**src/rtl/reset_seq_pkg.sv**
```systemverilog
// Shared types and elaboration helpers for the reset release sequencer.
package reset_seq_pkg;

    typedef enum logic [2:0] {
        ASSERT   = 3'd0,
        WAIT_ACK = 3'd1,
        GAP      = 3'd2,
        DONE     = 3'd3,
        FAULT    = 3'd4
    } seq_state_t;

    // Parameters below 1 would make counters and stage vectors degenerate.
    function automatic int clamp_min1(input int value);
        return (value < 1) ? 1 : value;
    endfunction

    // Width of a stage index; a single-stage build still gets one bit.
    function automatic int stage_idx_width(input int num_stages);
        int n;
        n = clamp_min1(num_stages);
        return (n > 1) ? $clog2(n) : 1;
    endfunction

    // The shared counter must hold the largest terminal value of any phase.
    function automatic int cnt_width(input int hold, input int gap, input int tmo);
        int m;
        int w;
        m = clamp_min1(hold);
        if (clamp_min1(gap) > m) m = clamp_min1(gap);
        if (clamp_min1(tmo) > m) m = clamp_min1(tmo);
        w = $clog2(m + 1);
        return (w < 1) ? 1 : w;
    endfunction

endpackage

```
**src/rtl/reset_release_sequencer.sv**
```systemverilog
// Releases downstream reset domains one at a time once the filtered reset
// request has been stable high, waiting for each domain's ack in turn and
// flagging a sticky fault when an ack never arrives.
module reset_release_sequencer
    import reset_seq_pkg::*;
#(
    parameter int NUM_STAGES  = 4,
    parameter int HOLD_CYCLES = 16,
    parameter int GAP_CYCLES  = 8,
    parameter int ACK_TIMEOUT = 255
) (
    input  logic                                    clk,
    input  logic                                    rst,
    input  logic                                    req_n,
    input  logic [clamp_min1(NUM_STAGES)-1:0]       stage_ack,
    output logic [clamp_min1(NUM_STAGES)-1:0]       rst_out_n,
    output logic                                    seq_done,
    output logic                                    fault,
    output logic [stage_idx_width(NUM_STAGES)-1:0]  fault_stage
);

    localparam int NS   = clamp_min1(NUM_STAGES);
    localparam int HOLD = clamp_min1(HOLD_CYCLES);
    localparam int GAPC = clamp_min1(GAP_CYCLES);
    localparam int TMO  = clamp_min1(ACK_TIMEOUT);
    localparam int SW   = stage_idx_width(NUM_STAGES);
    localparam int CW   = cnt_width(HOLD_CYCLES, GAP_CYCLES, ACK_TIMEOUT);

    localparam logic [CW-1:0] CNT_ZERO    = CW'(1'b0);
    localparam logic [CW-1:0] CNT_ONE     = CW'(1'b1);
    localparam logic [CW-1:0] HOLD_LAST   = CW'(HOLD - 1);
    localparam logic [CW-1:0] GAP_LAST    = CW'(GAPC - 1);
    localparam logic [CW-1:0] TMO_LAST    = CW'(TMO - 1);
    localparam logic [SW-1:0] IDX_ZERO    = SW'(1'b0);
    localparam logic [SW-1:0] IDX_ONE     = SW'(1'b1);
    localparam logic [SW-1:0] IDX_LAST    = SW'(NS - 1);
    localparam logic [NS-1:0] STAGE0_MASK = NS'(1'b1);
    localparam logic [NS-1:0] ALL_HELD    = NS'(1'b0);

    seq_state_t     state_r,       state_s;
    logic [CW-1:0]  cnt_r,         cnt_s;
    logic [SW-1:0]  idx_r,         idx_s;
    logic [NS-1:0]  rst_out_n_r,   rst_out_n_s;
    logic           seq_done_r,    seq_done_s;
    logic           fault_r,       fault_s;
    logic [SW-1:0]  fault_stage_r, fault_stage_s;
    logic [SW-1:0]  idx_inc_s;
    logic           ack_sel_s;

    // Only the ack of the stage currently being waited on matters.
    assign ack_sel_s = |(stage_ack & (STAGE0_MASK << idx_r));
    assign idx_inc_s = idx_r + IDX_ONE;

    // Next-state and next-output decode; registers are updated below.
    always_comb begin
        state_s       = state_r;
        cnt_s         = cnt_r;
        idx_s         = idx_r;
        rst_out_n_s   = rst_out_n_r;
        seq_done_s    = seq_done_r;
        fault_s       = fault_r;
        fault_stage_s = fault_stage_r;

        if (state_r == ASSERT) begin
            if (req_n) begin
                if (cnt_r == HOLD_LAST) begin
                    state_s     = WAIT_ACK;
                    rst_out_n_s = STAGE0_MASK;
                    idx_s       = IDX_ZERO;
                    cnt_s       = CNT_ZERO;
                end else begin
                    cnt_s = cnt_r + CNT_ONE;
                end
            end else begin
                cnt_s = CNT_ZERO;
            end
        end else if (!req_n) begin
            // A renewed reset request beats any ack or timeout; fault info is kept.
            state_s     = ASSERT;
            rst_out_n_s = ALL_HELD;
            seq_done_s  = 1'b0;
            cnt_s       = CNT_ZERO;
            idx_s       = IDX_ZERO;
        end else begin
            case (state_r)
                WAIT_ACK: begin
                    if (ack_sel_s) begin
                        if (idx_r == IDX_LAST) begin
                            state_s    = DONE;
                            seq_done_s = 1'b1;
                        end else begin
                            state_s = GAP;
                            cnt_s   = CNT_ZERO;
                        end
                    end else if (cnt_r == TMO_LAST) begin
                        state_s       = FAULT;
                        rst_out_n_s   = ALL_HELD;
                        fault_s       = 1'b1;
                        fault_stage_s = idx_r;
                    end else begin
                        cnt_s = cnt_r + CNT_ONE;
                    end
                end
                GAP: begin
                    if (cnt_r == GAP_LAST) begin
                        state_s     = WAIT_ACK;
                        idx_s       = idx_inc_s;
                        rst_out_n_s = rst_out_n_r | (STAGE0_MASK << idx_inc_s);
                        cnt_s       = CNT_ZERO;
                    end else begin
                        cnt_s = cnt_r + CNT_ONE;
                    end
                end
                DONE: begin
                    state_s = DONE;
                end
                FAULT: begin
                    state_s     = FAULT;
                    rst_out_n_s = ALL_HELD;
                end
                default: begin
                    state_s     = ASSERT;
                    rst_out_n_s = ALL_HELD;
                    seq_done_s  = 1'b0;
                    cnt_s       = CNT_ZERO;
                    idx_s       = IDX_ZERO;
                end
            endcase
        end
    end

    // State and output registers; rst overrides everything.
    always_ff @(posedge clk) begin
        if (rst) begin
            state_r       <= ASSERT;
            cnt_r         <= CNT_ZERO;
            idx_r         <= IDX_ZERO;
            rst_out_n_r   <= ALL_HELD;
            seq_done_r    <= 1'b0;
            fault_r       <= 1'b0;
            fault_stage_r <= IDX_ZERO;
        end else begin
            state_r       <= state_s;
            cnt_r         <= cnt_s;
            idx_r         <= idx_s;
            rst_out_n_r   <= rst_out_n_s;
            seq_done_r    <= seq_done_s;
            fault_r       <= fault_s;
            fault_stage_r <= fault_stage_s;
        end
    end

    assign rst_out_n   = rst_out_n_r;
    assign seq_done    = seq_done_r;
    assign fault       = fault_r;
    assign fault_stage = fault_stage_r;

endmodule

```
**config.mk**
```make
export PLATFORM = sky130hd
export DESIGN_NAME = reset_release_sequencer
export DESIGN_NICKNAME = d
export VERILOG_FILES = /design/src/rtl/reset_seq_pkg.sv /design/src/rtl/reset_release_sequencer.sv
export SDC_FILE = /design/constraint.sdc
export NUM_CORES = 1
export LEC_CHECK = 0
export CAP_MARGIN = 20
export CORE_MARGIN = 2
export CORE_UTILIZATION = 57
export CTS_BUF_LIST = sky130_fd_sc_hd__clkbuf_4
export DETAILED_ROUTE_END_ITERATION = 8
export PLACE_DENSITY = 0.83
export SLEW_MARGIN = 20
export SYNTH_ARGS = -nofsm -noshare
export SYNTH_HDL_FRONTEND = slang
export SYNTH_SLANG_ARGS = --single-unit
```
**constraint.sdc**
```tcl
create_clock -name clk -period 2.45 [get_ports clk]
set_clock_uncertainty 0.05 [all_clocks]
set_input_delay 0.49 -clock clk [delete_from_list [all_inputs] [get_ports clk]]
set_output_delay 0.49 -clock clk [all_outputs]
set_load 0.02 [all_outputs]
```
==> impl_metrics.env, run 1 <==
export IMPL_yosys_warnings=0
export IMPL_fmax_mhz=434
export IMPL_multi_input_area_sq_um=747
export IMPL_clk_pin_slew_ps=130
export IMPL_drive_above_1_share_pct=17.7
export IMPL_syn_num_nets=163
export IMPL_final_seq_area_sq_um=420
export IMPL_fin_total_pwr_mw=0.645
export IMPL_wl_per_cell_microns=13.6
export IMPL_cts_hold_buf=0
export IMPL_crit_start="idx_r[1]"
export IMPL_vias_per_cell=5.94
export IMPL_place_congestion=0.912
export IMPL_drt_first_iter_violations=53
export IMPL_ys_types=52
export IMPL_insertion_delay_ps=310
export IMPL_peakVddDrop_mv=0.409
export IMPL_avgSynthCellArea_sq_um=8.33
export IMPL_rows=16
export IMPL_status="completed"
export IMPL_finalMaxSlewViolations=0
export IMPL_hold_violations=0
export IMPL_slowest_delay_ps=550
export IMPL_setup_viol=0
export IMPL_clock_path_buffers=2
export IMPL_final_area_sq_um=1510
export IMPL_path_cells="inv_1 -> ha_1 -> a222oi_1 -> buf_4 -> a21bo_1 -> a31oi_2 -> or4_1 -> a21oi_1"
export IMPL_synth_seq_area_share_pct=33.6
export IMPL_cts_tree="done"
export IMPL_synthCells=150
export IMPL_dieArea_sq_um=2580
export IMPL_p_per_area_nw_per_um2=427
export IMPL_hold_ws_ps=430
export IMPL_start_util_pct=61.8
export IMPL_ys_top_cells_by_area="dfxtp_1 (34%), ha_1 (6.0%), a21oi_1 (5.6%), nor2_1 (5.4%), inv_1 (3.6%)"
export IMPL_detail_route_wirelength_mm=2.75
export IMPL_synth_seq_cells=21
export IMPL_fp_dieH_microns=50.8
export IMPL_io_pins=15
export IMPL_grt_overflow=0
export IMPL_finalCritPeriodShare_pct=94.1
export IMPL_async_reset_ff_share_pct=0
export IMPL_maxCapViolCount=0
export IMPL_dieWidth_microns=50.8
export IMPL_drt_first_pass_iters=4
export IMPL_period_needed_ps=2310
export IMPL_synth_most_common_cell="dfxtp_1"
export IMPL_relSlewSlack_pct=70.9
export IMPL_antenna_found_initial=0
export IMPL_cp_data_required_time_ps=2650
export IMPL_worstHoldPathType="flip-flop to flip-flop"
export IMPL_cts_sinks=21
export IMPL_worstMarginPinSlew_ps=433
export IMPL_end_kind="flip-flop"
export IMPL_core_sq_um=2020
export IMPL_antenna_left=0
export IMPL_path_max_fanout=10
export IMPL_synth_edf_count=0
export IMPL_fill_cells=162
export IMPL_synth_top_cell_area_share_pct=33.6
export IMPL_yosys_area_top_type="dfxtp_1"
export IMPL_nets=189
export IMPL_grt_pass1_vias=1010
export IMPL_cts_made_buffers=3
export IMPL_r2r_start="idx_r[1]"
export IMPL_syn_cell_area_sq_um=1250
export IMPL_grt_max_degree=17
export IMPL_placed_cell_area_sq_um=1480
export IMPL_gr_usage_all_layers_pct=22.5
export IMPL_worstPathArrival_ps=2510
export IMPL_slowest_stage="or4_1"
export IMPL_io_buffers=14
export IMPL_p_leak_nw=0.564
export IMPL_area_growth_pct=20.9
export IMPL_root_buffer="clkbuf_4"
export IMPL_dpl_worst_slack_ps=-159
export IMPL_drc_errors=0
export IMPL_antenna_cells=0
export IMPL_final_setup_worst_slack_ps=144
export IMPL_grt_pass1_wl_mm=4.46
export IMPL_synth_main_ff_cell="dfxtp_1"
export IMPL_htree_levels=1
export IMPL_rsz0062_at_grt="false"
export IMPL_dr_total_vias=1199
export IMPL_critical_path_class="flip-flop to flip-flop"
export IMPL_worstHoldStart="rst_out_n[0]"
export IMPL_cp_start_kind="flip-flop"
export IMPL_hpwl_mm=2.13
export IMPL_synthTopCellsByCount="dfxtp_1 (21), nor2_1 (18), a21oi_1 (14)"
==> state kept, by name (all words and copies together) (netlist names) <==
| name | flops |
|---|---|
| cnt_r | 8 |
| rst_out_n | 4 |
| state_r | 3 |
| fault_stage | 2 |
| idx_r | 2 |
| fault | 1 |
| seq_done | 1 |
==> area by class of cell <==
cell class	instances	area share, %
Multi-Input combinational cell	111	49.4
Clock inverter	1	0.331
Inverter	12	2.98
Clock buffer	3	1.49
Timing Repair Buffer	27	15.7
Sequential cell	21	27.8
Tap cell	27	2.24
==> metal layers <==
layer  up-vias  GRT usage (%)  part of all wire (%)
met2        54           36.8                    46
met3         6           3.51                   6.0
met4         0           6.76                   1.3
met1       540           30.6                    47
met5         -              0                     0
li1        599              -                     -
==> kinds of logic after synthesis <==
| group | synth area share [%] |
|---|---|
| multiplexers | 1.60 |
| buffers and inverters | 7.11 |
| AO/OA/AOI/OAI | 25.3 |
| adder cells (fa/ha/maj) | 6.01 |
| flip-flops | 33.6 |
| AND/OR/NAND/NOR | 25.6 |
| XOR/XNOR | 0.701 |
==> cell usage in the layout, fill, tap and decap left out, types with 2 or more instances in the layout <==
cell and count:
inv_1 12, a31oi_1 3, nand3b_1 2, or3_1 3, o21ai_0 6, nor2_1 18, o32ai_1 3, nand3_1 3
nand2_1 8, and4b_1 2, nor3b_1 2, clkbuf_4 3, a21oi_1 14, nand4_1 2, clkdlybuf4s50_1 14, nor3_1 2
dfxtp_1 21, nor2b_1 3, ha_1 6, buf_4 13, mux2i_1 2
==> where the power goes <==
part	internal, mW	switching [mW]
clock network	0.0610	0.107
logic	0.0565	0.0623
registers	0.349	0.00918
total	0.466	0.179
==> stage by stage <==
stage	util (%)	TNS [ps]	std cells
after global placement	73.1	-444	198
after detailed placement	73.1	-1120	198
after global routing	74.8	0	202
after floorplan	-	0	150
after CTS	74.4	0	202
final	74.8	0	202
==> timing repair <==
action	in CTS	in global routing
gates resized for setup	0	1
hold endpoints to repair	0	0
buffers inserted	0	0
setup endpoints to repair	0	8
==> worst paths after layout <==
path / end / slack (ps) / depth (start not counted)
worst max-delay path: cnt_r[1] / 140 / 8
worst min-delay path: rst_out_n[0] / 430 / 2
worst max register to register: cnt_r[1] / 140 / 8
worst min register to register: rst_out_n[0] / 430 / 2
==> critical path, delay by kind of cell (launching register included) <==
kind	cells	cell delay, ps
fa+ha+maj	1	200
simple gates	1	550
flops	1	420
compound gates	4	760
buf+inv	2	280
Note: power is estimated with default switching activity, not from simulation.
==> run 2, diff against run 1 <==
Settings changed: CORE_UTILIZATION 57 to 50, PLACE_DENSITY 0.83 to 0.78.
Clock period 2.45 ns to 2 ns, I/O delays scaled along.
==> run 2 against run 1 <==
The run now ends with negative setup slack left. Utilization decreased by 3.5 points. Hold slack improved by 10 ps. Critical path depth grew 1. Non-clock buffer count is 14 higher. Clock power rose by 29%. Critical endpoint is now cnt_r[5]. Largest cell class unchanged.
==> impl_metrics.env, run 2 (synthesis results as in run 1) <==
export IMPL_insertion_delay_ps=320
export IMPL_end_kind="flip-flop"
export IMPL_p_per_area_nw_per_um2=486
export IMPL_rrSetupSlack_ps=-330
export IMPL_dr_total_vias=1289
export IMPL_rr_worst_depth=9
export IMPL_finalMaxSlewViolations=0
export IMPL_detail_route_wirelength_mm=3.40
export IMPL_drive_above_1_share_pct=32.8
export IMPL_cts_sinks=21
export IMPL_final_cell_mix="buf_4 (25), dfxtp_1 (19), a21oi_1 (14), clkdlybuf4s50_1 (14), nor2_1 (13)"
export IMPL_path_cells="inv_2 -> ha_4 -> a222oi_1 -> buf_4 -> nand4_1 -> a31oi_1 -> buf_4 -> nand3b_1 -> o32ai_2"
export IMPL_swShare_pct=29.8
export IMPL_p_clk_share_pct=25.8
export IMPL_largest_register="cnt_r"
export IMPL_worstPathArrival_ps=2490
export IMPL_htree_levels=1
export IMPL_slowest_stage="a222oi_1"
export IMPL_hpwl_mm=2.30
export IMPL_placed_cell_area_sq_um=1560
export IMPL_grt_overflow=0
export IMPL_drc_errors=0
export IMPL_fp_dieH_microns=54
export IMPL_r2r_start="idx_r[0]"
export IMPL_drt_first_pass_iters=4
export IMPL_worstMarginPinSlew_ps=469
export IMPL_p_leak_nw=0.650
export IMPL_relSlewSlack_pct=68.8
export IMPL_seqPwrFrac_pct=51.8
export IMPL_clock_path_buffers=2
export IMPL_cts_made_buffers=3
export IMPL_root_buffer="clkbuf_4"
export IMPL_fmax_mhz=430
export IMPL_gr_usage_all_layers_pct=24.1
export IMPL_grt_max_degree=13
export IMPL_path_max_fanout=8
export IMPL_slowest_delay_ps=460
export IMPL_nets=203
export IMPL_violations="negative setup slack"
export IMPL_rsz0062_at_grt="true"
export IMPL_final_area_sq_um=1730
export IMPL_setup_viol=16
export IMPL_hold_ws_ps=441
export IMPL_critical_path_class="flip-flop to flip-flop"
export IMPL_fill_cells=173
export IMPL_grt_pass1_vias=1154
export IMPL_start_util_pct=51.4
export IMPL_fin_total_pwr_mw=0.842
export IMPL_antenna_found_initial=0
export IMPL_hold_violations=0
export IMPL_antenna_cells=0
export IMPL_finalCritPeriodShare_pct=116
export IMPL_switching_power_mw=0.251
export IMPL_cts_tree="done"
export IMPL_layout_commonest_cell="buf_4"
export IMPL_dieWidth_microns=54
export IMPL_power_internal_mw=0.591
export IMPL_crit_top_cell="buf_4"
export IMPL_cp_data_required_time_ps=2160
export IMPL_wl_per_cell_microns=15.5
export IMPL_io_pins=15
export IMPL_maxCapViolCount=0
export IMPL_area_growth_pct=38.6
export IMPL_rows=18
export IMPL_crit_start="idx_r[0]"
export IMPL_reg2reg_to="cnt_r[5]"
export IMPL_cp_endpoint="cnt_r[5]"
export IMPL_vias_per_cell=5.89
export IMPL_peakVddDrop_mv=0.409
export IMPL_core_sq_um=2430
export IMPL_antenna_left=0
export IMPL_clk_pin_slew_ps=130
export IMPL_grt_pass1_wl_mm=5.09
export IMPL_place_congestion=0.973
export IMPL_worstHoldPathType="flip-flop to flip-flop"
export IMPL_final_setup_worst_slack_ps=-327
export IMPL_largest_register_ffs=8
export IMPL_cp_start_kind="flip-flop"
export IMPL_cts_hold_buf=0
export IMPL_dieArea_sq_um=2920
export IMPL_drt_first_iter_violations=47
export IMPL_io_buffers=14
export IMPL_combPwrFrac_pct=22.3
export IMPL_status="finished with violations"
export IMPL_period_needed_ps=2330
[run 2: changes by cell type in the layout (fill, tap and decap cells not counted), sizes merged]
cell,before,now
buf,13,27
[run 2: layer usage]
metal  vias to the layer above  track usage, %  share of wire (%)
li1                        624               -                  -
met3                         8            3.33                5.1
met4                         0            12.1                2.6
met5                         -               0                  0
met1                       611            32.9                 42
met2                        46            36.8                 50
[run 2: timing repair]
item	CTS	global route
pin swaps	6	9
hold endpoints to repair	0	0
gates resized for setup	4	18
setup endpoints to repair	15	20
setup buffers	4	3
[run 2: per-stage QoR]
step | utilization, % | std cells | setup TNS, ps | setup slack, ps
after CTS | 67.1 | 216 | -1830 | -182
after detailed placement | 64.1 | 208 | -6800 | -479
after global routing | 71.2 | 219 | -5100 | -380
final | 71.2 | 219 | -3890 | -327
after floorplan | - | 150 | -1010 | -180
after global placement | 64.1 | 208 | -5260 | -369
[run 2: area by class of cell]
cell class	count	area (sq um)	share of cell area, %
Multi-Input combinational cell	111	847	48.9
Sequential cell	21	425	24.5
Timing Repair Buffer	41	350	20.2
Inverter	12	45.0	2.60
Tap cell	30	37.5	2.17
Clock buffer	3	22.5	1.30
Clock inverter	1	5.00	0.289
[run 2: power groups by stage]
stage | registers [mW] | clock network [mW] | logic [mW]
2_1_floorplan | 0.446 | 0 | 0.0934
3_3_place_gp | 0.446 | 0 | 0.147
3_5_place_dp | 0.447 | 0 | 0.153
4_1_cts | 0.437 | 0.221 | 0.166
5_1_grt | 0.438 | 0.237 | 0.202
6_report | 0.436 | 0.217 | 0.188
[run 2: worst max-delay path: cells and delay by family (launching register included)]
family | cells | cell delay, ps
buf+inv | 3 | 450
simple gates | 2 | 360
fa+ha+maj | 1 | 150
flops | 1 | 370
compound gates | 3 | 820
[run 2: worst min-delay path by stage]
stage | start | endpoint | slack, ps | cells after the start
floorplan | cnt_r[1] | cnt_r[1] | 420 | 2
global placement | rst_out_n[0] | rst_out_n[0] | 400 | 2
detailed placement | rst_out_n[0] | rst_out_n[0] | 410 | 2
CTS | rst_out_n[0] | rst_out_n[0] | 440 | 2
global route | rst_out_n[0] | rst_out_n[0] | 450 | 2
finish | rst_out_n[0] | rst_out_n[0] | 440 | 2
==> run 3, diff against run 2 <==
Settings changed: ABC_CLOCK_PERIOD_IN_PS set to 2000, CORE_UTILIZATION 50 to 45, PLACE_DENSITY 0.78 to 0.71.
==> run 3 against run 2 <==
The run still ends with negative setup slack left. Clock power is 7% higher. First-iteration DRC count is 13% lower. Sequential share of layout area rose by 0.25 points. Design area shrank 0.43%. Utilization fell by 7.0 points. Global-route usage shrank 3.3 points. Die area increased by 10%. Setup slack improved by 110 ps. Hold slack got worse by 1.5 ps. Critical path depth decreased by 1. Sequential power about the same. Largest cell class unchanged. Highest routed layer unchanged.
==> impl_metrics.env, run 3 (synthesis results as in run 1) <==
export IMPL_status="finished with violations"
export IMPL_violations="negative setup slack"
export IMPL_dieArea_sq_um=3220
export IMPL_hpwl_mm=2.27
export IMPL_insertion_delay_ps=320
export IMPL_area_growth_pct=38.0
export IMPL_final_setup_worst_slack_ps=-222
export IMPL_nets=203
export IMPL_io_pins=15
export IMPL_fmax_mhz=450
export IMPL_antenna_left=0
export IMPL_grt_pass1_vias=1186
export IMPL_core_sq_um=2690
export IMPL_cts_sinks=21
export IMPL_maxCapViolCount=0
export IMPL_critical_path_class="flip-flop to flip-flop"
export IMPL_antenna_found_initial=0
export IMPL_worstHoldPathType="flip-flop to flip-flop"
export IMPL_finalCritPeriodShare_pct=111
export IMPL_finalMaxSlewViolations=0
export IMPL_drive_above_1_share_pct=31.7
export IMPL_swShare_pct=28.9
export IMPL_p_per_area_nw_per_um2=498
export IMPL_layout_commonest_cell="buf_4"
export IMPL_clk_pin_slew_ps=130
export IMPL_path_max_fanout=9
export IMPL_largest_register_ffs=8
export IMPL_gr_usage_all_layers_pct=20.8
export IMPL_seqPwrFrac_pct=50.6
export IMPL_fill_cells=225
export IMPL_hold_violations=0
export IMPL_fin_util_pct=64.2
export IMPL_place_congestion=0.927
export IMPL_detail_route_wirelength_mm=3.22
export IMPL_dpl_cell_count=212
export IMPL_io_buffers=14
export IMPL_relSlewSlack_pct=70.4
export IMPL_rows=19
export IMPL_final_seq_area_sq_um=428
export IMPL_start_util_pct=46.5
export IMPL_cp_start_kind="flip-flop"
export IMPL_wl_per_cell_microns=14.6
export IMPL_peakVddDrop_mv=0.368
export IMPL_fp_dieH_microns=56.7
export IMPL_period_needed_ps=2220
export IMPL_cts_made_buffers=3
export IMPL_dieWidth_microns=56.7
export IMPL_end_kind="flip-flop"
export IMPL_worstMarginPinSlew_ps=442
export IMPL_p_leak_nw=0.646
export IMPL_antenna_cells=0
export IMPL_grt_max_degree=13
export IMPL_grt_overflow=0
export IMPL_clock_path_buffers=2
export IMPL_multi_input_area_sq_um=835
export IMPL_worstPathArrival_ps=2420
export IMPL_grt_pass1_wl_mm=5.19
export IMPL_drt_first_iter_violations=41
export IMPL_setup_viol=15
export IMPL_hold_ws_ps=439
export IMPL_drt_first_pass_iters=4
export IMPL_cp_data_required_time_ps=2200
export IMPL_vias_per_cell=5.64
export IMPL_drc_errors=0
export IMPL_rsz0062_at_grt="true"
export IMPL_dr_total_vias=1240
export IMPL_htree_levels=1
export IMPL_power_internal_mw=0.611
export IMPL_cts_tree="done"
export IMPL_switching_power_mw=0.249
export IMPL_root_buffer="clkbuf_4"
export IMPL_largest_register="cnt_r"
export IMPL_final_cell_mix="buf_4 (26), dfxtp_1 (19), nor2_1 (15)"
export IMPL_combPwrFrac_pct=22.3
export IMPL_p_clk_share_pct=27.0
export IMPL_final_cell_count_no_fill=220
[run 3: area by class of cell]
cell class	instances	area share, %
tap	31	2.25
inverter	12	2.76
clock buffer	4	1.74
sequential	21	24.8
timing repair buffer	41	20.1
multi-input combinational	111	48.4
[run 3: metal layers]
metal,share of wire (%),global-route usage (%),vias to the layer above
met4,1.8,9.18,0
li1,-,-,623
met2,52,34.2,34
met5,0,0,-
met1,43,26.8,576
met3,3.3,3.00,7
[run 3: path summary, 6_finish.rpt]
check,slack (ps),startpoint,cells past startpoint,end
worst max register to register,-220,idx_r[1],8,cnt_r[1]
worst max-delay path,-220,idx_r[1],8,cnt_r[1]
worst min-delay path,440,rst_out_n[0],2,rst_out_n[0]
worst min register to register,440,rst_out_n[0],2,rst_out_n[0]
[run 3: worst max-delay path: stages (launching register included)]
cell and delay [ps]:
dfxtp_4 390, inv_2 50, ha_1 200, a222oi_1 360
a21bo_1 200, a31oi_1 90, buf_4 180, or4_4 510
a21oi_2 120
[run 3: power groups by stage]
stage,registers [mW],logic [mW],clock network [mW]
2_1_floorplan,0.446,0.0934,0
3_3_place_gp,0.447,0.155,0
3_5_place_dp,0.447,0.158,0
4_1_cts,0.438,0.166,0.238
5_1_grt,0.437,0.208,0.254
6_report,0.436,0.192,0.233
[run 3: through the flow]
| stage | instance area [sq um] | setup TNS (ps) | power (mW) | setup slack, ps |
|---|---|---|---|---|
| 3_3_place_gp | 1580 | -5650 | 0.601 | -387 |
| 6_report | 1730 | -2090 | 0.860 | -222 |
| 2_1_floorplan | 1280 | -1010 | 0.539 | -180 |
| 3_5_place_dp | 1580 | -6220 | 0.605 | -441 |
| 4_1_cts | 1650 | -1760 | 0.842 | -220 |
| 5_1_grt | 1730 | -3940 | 0.899 | -322 |
[run 3: timing repair]
action | in CTS | in global routing
gates cloned | 0 | 0
hold buffers | 0 | 0
pin swaps | 5 | 6
setup buffers | 3 | 2
endpoints found under the setup margin | 16 | 19
gates resized for setup | 3 | 17
